File: src/rtl/conv_pe_pkg.sv
// Shared types and sizing helpers for the convolution MAC processing element.
package conv_pe_pkg;

  typedef enum logic [1:0] {
    IDLE  = 2'd0,
    ACCUM = 2'd1,
    DONE  = 2'd2
  } pe_state_t;

  // Bits needed to count from 0 up to and including num_taps.
  function automatic int zero_count_width(input int num_taps);
    return $clog2(num_taps + 1);
  endfunction

endpackage

File: src/rtl/conv_pe_mac.sv
// Zero-gated multiply-add step of the conv PE; saturating when CONV_PE_SAT_EN is defined,
// two's-complement wrapping otherwise.
module conv_pe_mac #(
  parameter int DATA_WIDTH  = 16,
  parameter int VALUE_WIDTH = 2
) (
  input  logic signed [DATA_WIDTH-1:0]  acc,
  input  logic signed [VALUE_WIDTH-1:0] weight,
  input  logic signed [VALUE_WIDTH-1:0] infmap_value,
  output logic signed [DATA_WIDTH-1:0]  acc_next,
  output logic                          tap_zero
);

  logic signed [2*VALUE_WIDTH-1:0] product;
  logic signed [DATA_WIDTH-1:0]    product_ext;

  assign tap_zero    = (infmap_value == '0);
  assign product     = weight * infmap_value;
  assign product_ext = DATA_WIDTH'(product);

`ifdef CONV_PE_SAT_EN
  logic [DATA_WIDTH:0] wide_sum;

  assign wide_sum = {acc[DATA_WIDTH-1], acc} + {product_ext[DATA_WIDTH-1], product_ext};

  // A sign disagreement between the two top bits means the true sum left the signed range.
  always_comb begin
    acc_next = acc;
    if (!tap_zero) begin
      if (wide_sum[DATA_WIDTH] != wide_sum[DATA_WIDTH-1]) begin
        acc_next = wide_sum[DATA_WIDTH] ? {1'b1, {(DATA_WIDTH-1){1'b0}}}
                                        : {1'b0, {(DATA_WIDTH-1){1'b1}}};
      end else begin
        acc_next = wide_sum[DATA_WIDTH-1:0];
      end
    end
  end
`else
  always_comb begin
    acc_next = acc;
    if (!tap_zero) begin
      acc_next = acc + product_ext;
    end
  end
`endif

endmodule

File: src/rtl/conv_mac_pe.sv
// Convolution MAC processing element: loads a partial sum, accumulates NUM_TAPS weight*ifmap taps
// (skipping zero ifmap values), then presents the result. Optional saturation via CONV_PE_SAT_EN.
module conv_mac_pe
  import conv_pe_pkg::*;
#(
  parameter int DATA_WIDTH  = 16,
  parameter int VALUE_WIDTH = 2,
  parameter int NUM_TAPS    = 9
) (
  input  logic                                      clk,
  input  logic                                      reset,
  input  logic                                      in_valid,
  output logic                                      in_ready,
  input  logic signed [DATA_WIDTH-1:0]              inpsum,
  input  logic                                      tap_valid,
  output logic                                      tap_ready,
  input  logic signed [VALUE_WIDTH-1:0]             weight,
  input  logic signed [VALUE_WIDTH-1:0]             infmap_value,
  output logic                                      out_valid,
  input  logic                                      out_ready,
  output logic signed [DATA_WIDTH-1:0]              outpsum,
  output logic [zero_count_width(NUM_TAPS)-1:0]     zero_count
);

  localparam int CW = zero_count_width(NUM_TAPS);

  pe_state_t                    state_q, state_d;
  logic signed [DATA_WIDTH-1:0] acc;
  logic signed [DATA_WIDTH-1:0] acc_next;
  logic [CW-1:0]                tap_cnt;
  logic [CW-1:0]                zero_cnt;
  logic [CW-1:0]                zero_cnt_next;
  logic                         tap_zero;
  logic                         tap_fire;
  logic                         last_tap;

  conv_pe_mac #(
    .DATA_WIDTH  (DATA_WIDTH),
    .VALUE_WIDTH (VALUE_WIDTH)
  ) u_mac (
    .acc          (acc),
    .weight       (weight),
    .infmap_value (infmap_value),
    .acc_next     (acc_next),
    .tap_zero     (tap_zero)
  );

  assign tap_fire      = tap_valid && tap_ready;
  assign last_tap      = (tap_cnt == CW'(NUM_TAPS - 1));
  assign zero_cnt_next = zero_cnt + CW'(tap_zero);

  always_comb begin
    state_d   = state_q;
    in_ready  = 1'b0;
    tap_ready = 1'b0;
    out_valid = 1'b0;
    case (state_q)
      IDLE: begin
        in_ready = 1'b1;
        if (in_valid) state_d = ACCUM;
      end
      ACCUM: begin
        tap_ready = 1'b1;
        if (tap_valid && last_tap) state_d = DONE;
      end
      DONE: begin
        out_valid = 1'b1;
        if (out_ready) state_d = IDLE;
      end
      default: state_d = IDLE;
    endcase
  end

  // Results are captured on the final tap so they are ready in DONE and held until the next final tap.
  always_ff @(posedge clk or posedge reset) begin
    if (reset) begin
      state_q    <= IDLE;
      acc        <= '0;
      tap_cnt    <= '0;
      zero_cnt   <= '0;
      outpsum    <= '0;
      zero_count <= '0;
    end else begin
      state_q <= state_d;
      if (in_valid && in_ready) begin
        acc      <= inpsum;
        tap_cnt  <= '0;
        zero_cnt <= '0;
      end
      if (tap_fire) begin
        acc      <= acc_next;
        tap_cnt  <= tap_cnt + CW'(1);
        zero_cnt <= zero_cnt_next;
        if (last_tap) begin
          outpsum    <= acc_next;
          zero_count <= zero_cnt_next;
        end
      end
    end
  end

endmodule

File: config.mk
export PLATFORM = sky130hd
export DESIGN_NAME = conv_mac_pe
export DESIGN_NICKNAME = d
export VERILOG_FILES = /design/src/rtl/conv_pe_pkg.sv /design/src/rtl/conv_pe_mac.sv /design/src/rtl/conv_mac_pe.sv
export SDC_FILE = /design/constraint.sdc
export NUM_CORES = 1
export LEC_CHECK = 0
export CAP_MARGIN = 20
export CORE_MARGIN = 3
export CORE_UTILIZATION = 40
export DETAILED_ROUTE_END_ITERATION = 10
export DONT_BUFFER_PORTS = 1
export SETUP_SLACK_MARGIN = 0.2
export SLEW_MARGIN = 5
export SYNTH_ARGS = -nofsm -noshare
export SYNTH_HDL_FRONTEND = slang
export SYNTH_SLANG_ARGS = --single-unit
File: constraint.sdc
create_clock -name clk -period 4.2 [get_ports clk]
set_input_delay 1.05 -clock clk [delete_from_list [all_inputs] [get_ports clk]]
set_output_delay 1.05 -clock clk [all_outputs]
set_load 0.02 [all_outputs]
* After elaboration in Yosys (flattened, before gate mapping)
Index checks and enable logic that the tools add are counted.
** Storage, ports and cells
- Register bits after elaboration :: 46
- Input bits :: 25
- Output and inout port bits :: 23
- Word-level logic and storage cells :: 37
** Operators by class
- Add/subtract/negate cells :: 3
- $mul :: 1
- Equality and inequality tests :: 6
- Mux-type cells :: 13
- Reduce and logical (&&, ||, !) cells :: 8
** Operator list (number)
- 16-bit 2-to-1 mux :: 3
- 16-bit by 4-bit adder with 16-bit output :: 1
- 4-bit 2-to-1 mux :: 3
- 2-bit 2-to-1 mux :: 3
- 2-bit inequality test (second input constant) :: 3
- 2-bit case mux with 3 select lines :: 1
- 4-bit by 1-bit adder with 4-bit output :: 1
- 4-bit by 1-bit adder with 4-bit output (second input constant) :: 1
- 4-bit equality test (second input constant) :: 1
- 2-bit logical NOT :: 2
- 2-bit by 2-bit multiplier with 4-bit output :: 1
- 1-bit logical AND :: 3
- 1-bit 2-to-1 mux :: 3
- 3-bit AND reduction :: 1
- 2-bit by 1-bit equality test with 1-bit output (second input constant) :: 1
- 2-bit equality test (second input constant) :: 1
- 2-bit AND reduction :: 1
- 2-bit nonzero test :: 1

* Logic depth before layout (Yosys ltp)
Gate-level depths: netlist of the first run.
- Word-level depth :: 5
- Depth in mapped cells :: 14
- Mapped depth without buffers :: 12

* Hierarchy
Synthesis of the first run repeated with hierarchy kept, for this count alone.
** Second synthesis, totals
- Cells, all modules :: 330
- Area total of the unflattened synthesis :: 3241.9 um^2
** Modules (own cells, without submodules)
- conv_mac_pe :: times used 1, cells an instance 164, area an instance 2059.5 um^2, seq. area each 1151.1 um^2
- conv_pe_mac :: times used 1, cells an instance 166, area an instance 1182.4 um^2, seq. area each 0.0 um^2

* Least setup slack after synthesis of the first run
OpenSTA, ideal clock, no wires.
- Path kind :: in2reg
- Start point :: input infmap_value[1]
- End point :: register acc[13]
- Setup time :: 127 ps
- Data arrival time :: 3541 ps
- Required time :: 4073 ps
- Setup slack :: 532 ps
- Stages :: 12
- Path buffers :: 0
- Cell sequence :: inv_1 > o21a_1 > inv_1 > ha_1 > ha_1 > a21oi_1 > o21ai_0 > a311oi_1 > a22oi_1 > xor2_1 > a222oi_1 > inv_1
** On the way
- Longest elaborated chain between the ends :: 4
- Elaborated cells on any way between the ends :: 5
- Those cells by class :: 1 x add/sub; 1 x mul; 2 x mux; 1 x reduce/logical
** RTL lines
- start, declared :: RTL line conv_mac_pe.sv:18 : input logic signed [VALUE_WIDTH-1:0] infmap_value,
- 2-bit by 2-bit multiplier with 4-bit output :: RTL line conv_pe_mac.sv:18 : assign product = weight * infmap_value;
- 16-bit by 4-bit adder with 16-bit output :: RTL line conv_pe_mac.sv:42 : acc_next = acc + product_ext;
- 16-bit 2-to-1 mux (*) :: RTL line conv_pe_mac.sv:41 : if (!tap_zero) begin
- 16-bit 2-to-1 mux (*) :: RTL line conv_mac_pe.sv:90 : if (tap_fire) begin
- end signal, assigned :: RTL line conv_mac_pe.sv:86 : acc <= inpsum;
- end signal, assigned :: RTL line conv_mac_pe.sv:91 : acc <= acc_next;
- end, declared :: RTL line conv_mac_pe.sv:28 : logic signed [DATA_WIDTH-1:0] acc;
Every way passes the cells marked *; elsewhere a longest branch is shown, timed or not.
A chain may end at the register's enable or synchronous reset.

* Worst setup path after layout of the first run
- Start point :: input weight[1]
- End point :: register acc[13]
** On the way
- Longest elaborated chain between the ends :: 4
** RTL lines
- start, declared :: RTL line conv_mac_pe.sv:17 : input logic signed [VALUE_WIDTH-1:0] weight,
- 2-bit by 2-bit multiplier with 4-bit output :: RTL line conv_pe_mac.sv:18
- 16-bit by 4-bit adder with 16-bit output :: RTL line conv_pe_mac.sv:42
- 16-bit 2-to-1 mux :: RTL line conv_pe_mac.sv:41
- 16-bit 2-to-1 mux :: RTL line conv_mac_pe.sv:90
No other way between the ends.

==> results.cfg, run 1 <==
[run_status]
status = completed

[synth]
synth_area_um2 = 3110
synth-warning-count = 0
synth_cell_types = 44
yosysMostFrequentCell = dfrtp_1
async_flop_share = 1.00
synth_seq_cells = 46
netlist.area_leader.share = 0.370
synth_flop_cell = dfrtp_1
synth_fp_nets = 416
synth_area_leader_cell = dfrtp_1
synth_commonest_cells = dfrtp_1, nand2_1, a21oi_1
seq_area_frac_synth = 0.370
synth_area_leaders = dfrtp_1, ha_1, a21oi_1, nand2_1, o21ai_0
syn-instance-count = 355
synth_edf_count = 0
synth.avg_cell_area_um2 = 8.77

[worst_setup_path]
critPathLaunchType = input port
rrSetupSlack_ns = 1.35
cp_slowest_stage_delay_ns = 0.49
reg2reg_from = acc[4]
cp.arrival_ns = 3.80
path_buf_inv = 3
critPathMaxFanout = 9
crit_chain = nand2_1 > o21a_1 > inv_1 > buf_4 > ha_1 > ha_1 > a21oi_1 > o21ai_0 > a311oi_1 > a22oi_1 > xor2_1 > a222oi_1 > inv_1
cp-end-kind = register
reg2reg_depth = 9
crit_required_ns = 4.39
critPathTopFamily = compound AO/OA/AOI/OAI gates
critPathSlowestCell = a311oi_1
worstSetupPathType = in -> reg
rr_endpoint = acc[13]

[grt]
grt-ovfl-total = 0
antenna_found_initial = 0
grt_usage = 0.181
grt_max_degree = 47
grt_pass1_wl_um = 12600
first_global_vias = 2444

[drt]
met1_length_um = 3620
route.vias.total = 2501
drtAntennaViolNets = 0
detail_route.iter0.violations = 108
totalWireLength_um = 7780
drc_errors = 0
routed-wl-met3_um = 433
post_drt_via_cell_ratio = 5.68
route.met2.wl_um = 3660
top_layer = met4
drt_pass1_iterations = 6
wire_per_inst_um = 17.7

[cells_and_area]
final_cells = 440
design_area_um2 = 3280
post-route-util = 0.442
antennaDiodeCount = 0
drive_gt1_frac = 0.0645
layout.nets = 401
areaGrowthSynthToFinish_pct = 5.26

[place]
placed_area_um2 = 3160
dp_hpwl_um = 5820
place_ws_ns = 0.284
place.gp.congestion = 0.888
dp.cells = 431
numPortBuffers = 0

[timing]
slew_violations = 0
fin_ws_ns = 0.592
tns_ns = 0
holdWs_ns = 0.498
tightest_slew_ns = 1.05
hold_viol_final = 0
min_period_ns = 3.61
period_share = 0.859
rsz0062_at_grt = false
setup-violations-final = 0
max_clock_freq_ghz = 0.277
fin_skew_ns = 0.0113
slew-limit-headroom = 0.299

[floorplan]
num_rows = 31
die_y_um = 94.2
die_w_um = 94.2
initial_utilization = 0.420
coreArea_um2 = 7410
design.die.area_um2 = 8880
ios = 48

[power_and_ir_drop]
power.leakage_nw = 1.59
swShare = 0.485
p_switching_mw = 1.29
total_power_mw = 2.66
p_int_mw = 1.37
peakVddDrop_mv = 0.367
comb_power_share = 0.562
pwr-share-clk = 0.111
powerDensity_nw_per_um2 = 811
seqPwrFrac = 0.327

[min_path]
hp-class = reg -> reg
hold_depth = 1
whs_endpoint = tap_cnt[3]
min_from = tap_cnt[3]

[clock_network]
cts_buffer_depth = 2
clock-root-buffer = clkbuf_8
clock-sinks = 46
cts_max_level = 2
cts_hold_buf = 0
cts_resized = 0
post_cts_buffers = 0
cts_tree = done
cts_made_buffers = 5
clk_pin_slew_ns = 0.10
clk_latency_ns = 0.31

[job]
drv_cap = 0
## final cells by class
cell class	count	area, um^2
fill	734	4130
inverter	16	60.1
clock buffer	5	68.8
sequential	46	1150
multi-input combinational	266	1800
clock inverter	3	25.0
tap	99	124
timing repair buffer	5	50.0
## per-layer routing
layer / track usage / vias up
met5: 0 / -
met4: 0.0457 / 0
met3: 0.0393 / 7
met2: 0.297 / 59
met1: 0.242 / 1213
li1: - / 1222
## worst max-delay path by stage
stage,startpoint,cells past startpoint,endpoint,slack [ns]
2_1_floorplan,infmap_value[1],12,acc[13],0.53
3_3_place_gp,weight[1],13,acc[13],0.35
3_5_place_dp,weight[1],13,acc[13],0.28
4_1_cts,weight[1],13,acc[13],0.61
5_1_grt,infmap_value[1],13,acc[13],0.28
6_report,weight[1],13,acc[13],0.59
## registers in the layout (all words and copies together), names as in the netlist
register	count
acc	16
outpsum	16
state_q	2
tap_cnt	4
zero_cnt	4
zero_count	4
## power groups by stage
stage          Sequential (mW)  Clock (mW)  Combinational, mW
3_3_place_gp             0.877           0               1.49
4_1_cts                  0.872       0.303               1.50
2_1_floorplan            0.831           0               1.21
3_5_place_dp             0.880           0               1.50
5_1_grt                  0.896       0.317               1.71
6_report                 0.870       0.294               1.49
## placed cells by master, fill, tap and decap left out, types with 3 or more instances in the layout
cell type | synthesis | layout
dfrtp_1 | 46 | 46
nand2_1 | 44 | 44
a21oi_1 | 38 | 38
ha_1 | 34 | 34
o21ai_0 | 31 | 31
nor2_1 | 24 | 24
inv_1 | 16 | 15
xnor2_1 | 10 | 10
a21o_1 | 9 | 9
xor2_1 | 8 | 8
and3_1 | 6 | 6
o22ai_1 | 6 | 6
nand3_1 | 5 | 5
clkbuf_8 | 0 | 5
and2_1 | 4 | 4
o21a_1 | 4 | 4
a22oi_1 | 4 | 4
buf_4 | 0 | 4
a22o_1 | 3 | 3
a222oi_1 | 3 | 3
## kinds of logic after synthesis
| group | share of synthesized area |
|---|---|
| compound gates | 0.236 |
| simple gates | 0.135 |
| flops | 0.370 |
| buf+inv | 0.0526 |
| fa+ha+maj | 0.149 |
| xor+xnor | 0.0506 |
| mux | 0.00643 |
No activity file was read; power rests on OpenSTA's default activity.
==> inputs of run 2 (changes only) <==
TNS_END_PERCENT = 30   (was default)
==> results of run 2 <==
The final DEF is identical to that of run 1; final timing and power are the same.
